$ cat src/rtl/inst_fetch.sv
// Instruction fetch stage: owns the PC, addresses the instruction ROM and
// buffers fetched {instr, pc} pairs in a 2-entry queue toward decode.
// Optional feature: define IFETCH_ALIGN_CHECK_EN to trap misaligned redirects
// into a sticky FAULT state; otherwise redirect targets are word-aligned.
module inst_fetch #(
  parameter logic [31:0] RESET_PC  = 32'h0000_0000,
  parameter int unsigned ROM_WORDS = 1024
) (
  input  logic        clk,
  input  logic        rst_n,
  output logic [31:0] imem_addr,
  input  logic [31:0] imem_rdata,
  input  logic        redirect_valid,
  input  logic [31:0] redirect_pc,
  output logic        out_valid,
  input  logic        out_ready,
  output logic [31:0] out_instr,
  output logic [31:0] out_pc,
  output logic [31:0] out_pc4,
  output logic        halted,
  output logic        fault
);

  typedef enum logic [1:0] {RUN, END, FAULT} state_t;

  state_t      state_q, state_d;
  logic [31:0] pc_q, pc_d;
  logic [1:0]  count_q, count_d;
  logic [31:0] head_instr_q, head_instr_d, head_pc_q, head_pc_d;
  logic [31:0] tail_instr_q, tail_instr_d, tail_pc_q, tail_pc_d;

  logic        pop, can_push, in_rom, redirect_take, misalign;
  logic [31:0] target;
  logic [1:0]  slot;

  assign in_rom        = ({2'b00, pc_q[31:2]} < ROM_WORDS);
  assign pop           = (count_q != 2'd0) && out_ready;
  assign can_push      = (state_q == RUN) && in_rom && ((count_q != 2'd2) || pop);
  assign redirect_take = redirect_valid && (state_q != FAULT);
  // Entry position a new word lands in once the popped head has left.
  assign slot          = count_q - {1'b0, pop};

`ifdef IFETCH_ALIGN_CHECK_EN
  assign target   = redirect_pc;
  assign misalign = (redirect_pc[1:0] != 2'b00);
  assign fault    = (state_q == FAULT);
`else
  assign target   = redirect_pc & 32'hFFFF_FFFC;
  assign misalign = 1'b0;
  assign fault    = 1'b0;
`endif

  assign imem_addr = pc_q;
  assign out_valid = (count_q != 2'd0);
  assign out_instr = head_instr_q;
  assign out_pc    = head_pc_q;
  assign out_pc4   = head_pc_q + 32'd4;
  assign halted    = (state_q == END);

  // Next-state: redirect beats push, push beats end-of-ROM detection.
  always_comb begin
    state_d      = state_q;
    pc_d         = pc_q;
    count_d      = count_q;
    head_instr_d = head_instr_q;
    head_pc_d    = head_pc_q;
    tail_instr_d = tail_instr_q;
    tail_pc_d    = tail_pc_q;
    if (redirect_take) begin
      count_d = 2'd0;
      pc_d    = target;
      state_d = misalign ? FAULT : RUN;
    end else begin
      // A pop shifts the tail forward; a same-cycle push may overwrite it below.
      if (pop) begin
        head_instr_d = tail_instr_q;
        head_pc_d    = tail_pc_q;
      end
      if (can_push) begin
        if (slot == 2'd0) begin
          head_instr_d = imem_rdata;
          head_pc_d    = pc_q;
        end else begin
          tail_instr_d = imem_rdata;
          tail_pc_d    = pc_q;
        end
        count_d = slot + 2'd1;
        pc_d    = pc_q + 32'd4;
      end else begin
        count_d = slot;
        if ((state_q == RUN) && !in_rom) state_d = END;
      end
    end
  end

  // State, PC and buffer registers.
  always_ff @(posedge clk or negedge rst_n) begin
    if (!rst_n) begin
      state_q      <= RUN;
      pc_q         <= RESET_PC;
      count_q      <= '0;
      head_instr_q <= '0;
      head_pc_q    <= '0;
      tail_instr_q <= '0;
      tail_pc_q    <= '0;
    end else begin
      state_q      <= state_d;
      pc_q         <= pc_d;
      count_q      <= count_d;
      head_instr_q <= head_instr_d;
      head_pc_q    <= head_pc_d;
      tail_instr_q <= tail_instr_d;
      tail_pc_q    <= tail_pc_d;
    end
  end

endmodule
$ cat config.mk
export PLATFORM = sky130hd
export DESIGN_NAME = inst_fetch
export DESIGN_NICKNAME = d
export VERILOG_FILES = /design/src/rtl/inst_fetch.sv
export SDC_FILE = /design/constraint.sdc
export NUM_CORES = 1
export LEC_CHECK = 0
export ABC_AREA = 1
export CORE_MARGIN = 10
export CORE_UTILIZATION = 56
export DETAILED_ROUTE_END_ITERATION = 6
export PLACE_DENSITY = 0.82
export SLEW_MARGIN = 20
export SYNTH_ARGS = -nofsm -noshare
export SYNTH_HDL_FRONTEND = slang
export SYNTH_SLANG_ARGS = --single-unit
$ cat constraint.sdc
create_clock -name clk -period 4.5 [get_ports clk]
set_input_delay 1.125 -clock clk [delete_from_list [all_inputs] [get_ports clk]]
set_output_delay 1.125 -clock clk [all_outputs]
set_load 0.005 [all_outputs]
==> impl_metrics.py <==
metrics = {
    "finish": {
        "fin_area_sq_um": 11900,
        "final_cells": 1770,
        "final_cell_mix": "nand2_1 (537), clkdlybuf4s50_1 (190), inv_1 (170)",
        "nFillCells": 1408,
        "drive_above_1_share_pct": 4.58,
        "final_common_cell": "nand2_1",
        "area_delta_synth_final_pct": 24.8,
        "nNetsFinal": 1612,
        "antenna-diode-count": 0,
    },
    "route": {
        "dr.pass1.iters": 5,
        "wire_per_inst_um": 15.4,
        "routed_wl_um": 27300,
        "num_vias": 9095,
        "drtAntennaViolNets": 0,
        "drt-vias-per-instance": 5.14,
        "drtIter0Drc": 751,
        "drc": 0,
    },
    "sta": {
        "period_needed_ns": 3.64,
        "rsz0062_at_grt": "no",
        "setup_violations": 0,
        "period_share_pct": 80.9,
        "setup_tns_ns": 0,
        "slew_viol_final": 0,
        "fin_skew_ns": 0.00930,
        "worst_slew_pin_slew_ns": 1.04,
        "hold_viol_final": 0,
        "fmax_mhz": 275,
        "maxSlewHeadroom_pct": 30.9,
    },
    "floorplan": {
        "die_w_um": 150,
        "floorplan.die.height_um": 150,
        "ioPinCount": 199,
        "start_util_pct": 57.1,
        "fp.dieArea_sq_um": 22600,
        "core-area_sq_um": 16600,
        "num_rows": 47,
    },
    "grt": {
        "first_global_vias": 8799,
        "antenna_found_initial": 0,
        "grt.busiest_layer": "met2",
        "grt_use_total_pct": 24.4,
        "use_met2_pct": 39.9,
        "grt-ovfl-total": 0,
        "grt_pass1_wl_um": 44500,
        "grt_max_degree": 94,
        "grtUsageMet3_pct": 7.47,
        "grtUsageMet1_pct": 30.5,
    },
    "critical_path": {
        "path_class": "reg -> out",
        "crit_chain": "nand2_1 > nor2_2 > nand2_1 > nor2_2 > nand3_1 > nor2_1 > xor2_1 > clkdlybuf4s50_1",
        "slowest_stage": "clkdlybuf4s50_1",
        "worst_setup_path_end_kind": "output pin",
        "cp_num_buf_inv": 1,
        "crit_family": "simple AND/OR/NAND/NOR gates",
        "crit_arrival_ns": 2.52,
        "start_kind": "flip-flop",
        "cp_data_required_time_ns": 3.38,
        "slowest_delay_ns": 0.53,
        "crit_fanout": 6,
    },
    "clock_tree": {
        "cts_resized": 0,
        "cts_hold_buffers": 0,
        "cts_tree": "yes",
        "clkSlewWorstSetupHoldPaths_ns": 0.07,
        "cts_made_buffers": 17,
        "clock_path_buffers": 2,
        "htreeDepth": 4,
        "insertion_delay_ns": 0.43,
        "cts.sinks": 159,
        "clockRootBuffer": "clkbuf_16",
        "post_cts.repair.setup_buffers": 0,
    },
    "power": {
        "p_int_mw": 3.84,
        "comb_power_share_pct": 43.6,
        "p_per_area_nw_per_um2": 518,
        "clkPwrFrac_pct": 21.2,
        "switching_share_pct": 37.6,
        "power.leakage_nw": 6.01,
        "p_switching_mw": 2.31,
        "power_frac_seq_pct": 35.3,
        "peakVddDrop_mv": 0.299,
    },
    "logic_synthesis": {
        "syn_inst": 1392,
        "synth_seq_cells": 159,
        "yosysSeqAreaShare_pct": 41.8,
        "synthTopCellsByArea": "dfrtp_1 (42%), nand2_1 (21%), inv_1 (6.7%)",
        "synth_enable_flop_cells": 0,
        "ys_warn_count": 0,
        "synthArstFlopShare_pct": 100,
        "yosysTopAreaCell": "dfrtp_1",
        "synth_area_per_cell_sq_um": 6.83,
        "yosysUniqueCellTypes": 29,
        "yosys.area.top_type_share_pct": 41.8,
        "syn_area_sq_um": 9510,
        "synthFlopType": "dfrtp_1",
    },
    "outcome": {
        "status": "completed",
    },
    "place": {
        "place_congestion": 0.906,
        "dp_hpwl_um": 18600,
        "port_buffers": 193,
        "placed_cells": 1741,
        "dpl-instance-area_sq_um": 11400,
    },
    "min_path": {
        "hp-class": "reg -> reg",
    },
    "run": {
        "cap_violations": 0,
    },
}
[flip-flops by register name (all words and copies together) (netlist names)]
signal	cells
state_q	1
imem_addr	30
tail_instr_q	32
out_pc	32
tail_pc_q	30
out_instr	32
count_q	2
[through the flow]
step	hold WS [ns]	util, %	setup slack, ns	total power, mW
finish	0.484	71.3	0.859	6.15
detailed placement	0.468	68.3	1.03	4.87
floorplan	0.453	-	1.41	3.50
global placement	0.464	68.3	1.11	4.79
global route	0.503	71.3	0.720	6.61
CTS	0.484	71.3	0.882	6.17
[kinds of logic (layout without fill, tap and decap cells)]
logic type      after synthesis  in the layout  share of synthesized area [%]
compound gates              119            119                           6.66
fa+ha+maj                     4              4                          0.526
buf+inv                     252            408                           11.7
flops                       159            159                           41.8
other cells                   1              3                         0.0394
simple gates                825            825                           36.3
xor+xnor                     32             32                           2.95
[synthesized netlist by cell type (8+ instances only)]
cell type,count
and2_1,42
nand2_1,538
nor2_1,86
xor2_1,24
xnor2_1,8
buf_6,14
clkbuf_1,33
o21ai_0,81
inv_1,171
o21ai_2,10
nor3_1,20
o21ai_1,27
dfrtp_1,159
nand3_1,118
buf_2,16
buf_4,12
[power groups by stage]
stage | Clock [mW] | Combinational (mW) | Sequential [mW]
final | 1.30 | 2.68 | 2.17
after global routing | 1.38 | 3.01 | 2.22
after CTS | 1.31 | 2.71 | 2.16
after detailed placement | 0 | 2.69 | 2.18
after global placement | 0 | 2.63 | 2.17
after floorplan | 0 | 1.41 | 2.09
[worst reg2reg max path, delay by kind of cell (launching register included)]
family                   cells  cell delay (ns)
adder cells (fa/ha/maj)      2             0.46
buffers and inverters        4             1.11
AO/OA/AOI/OAI                1             0.09
flip-flops                   1             0.36
AND/OR/NAND/NOR              7             0.53
XOR/XNOR                     1             0.15
[worst paths after layout]
| path | from | cells past startpoint | endpoint | slack (ns) |
|---|---|---|---|---|
| max | out_pc[6]$_DFFE_PN0N_ | 8 | out_pc4[23] | 0.86 |
| min | tail_instr_q[25]$_DFFE_PN0P_ | 2 | tail_instr_q[25]$_DFFE_PN0P_ | 0.48 |
| max reg2reg | count_q[0]$_DFF_PN0_ | 15 | out_instr[16]$_DFFE_PN0N_ | 1.73 |
| min reg2reg | tail_instr_q[25]$_DFFE_PN0P_ | 2 | tail_instr_q[25]$_DFFE_PN0P_ | 0.48 |
| max in group asynchronous | rst_n | 2 | out_instr[17]$_DFFE_PN0N_ | 2.82 |
| min in group asynchronous | rst_n | 1 | out_instr[23]$_DFFE_PN0N_ | 0.71 |
[area by class of cell]
cell class / instances / area [sq um] / area share, %
flip-flops and latches: 159 / 3980 / 33.5
clock buffers: 18 / 439 / 3.70
clock inverters: 11 / 70.1 / 0.590
multi-input cells: 983 / 4440 / 37.4
inverters: 173 / 649 / 5.47
well taps: 220 / 275 / 2.32
repair buffers: 206 / 2020 / 17.0
[layer usage]
metal,vias up,share of wire [%]
li1,4535,-
met1,4229,42
met2,301,48
met3,30,8.5
met4,0,1.4
met5,-,0
Power figures use the tool's default switching activity.
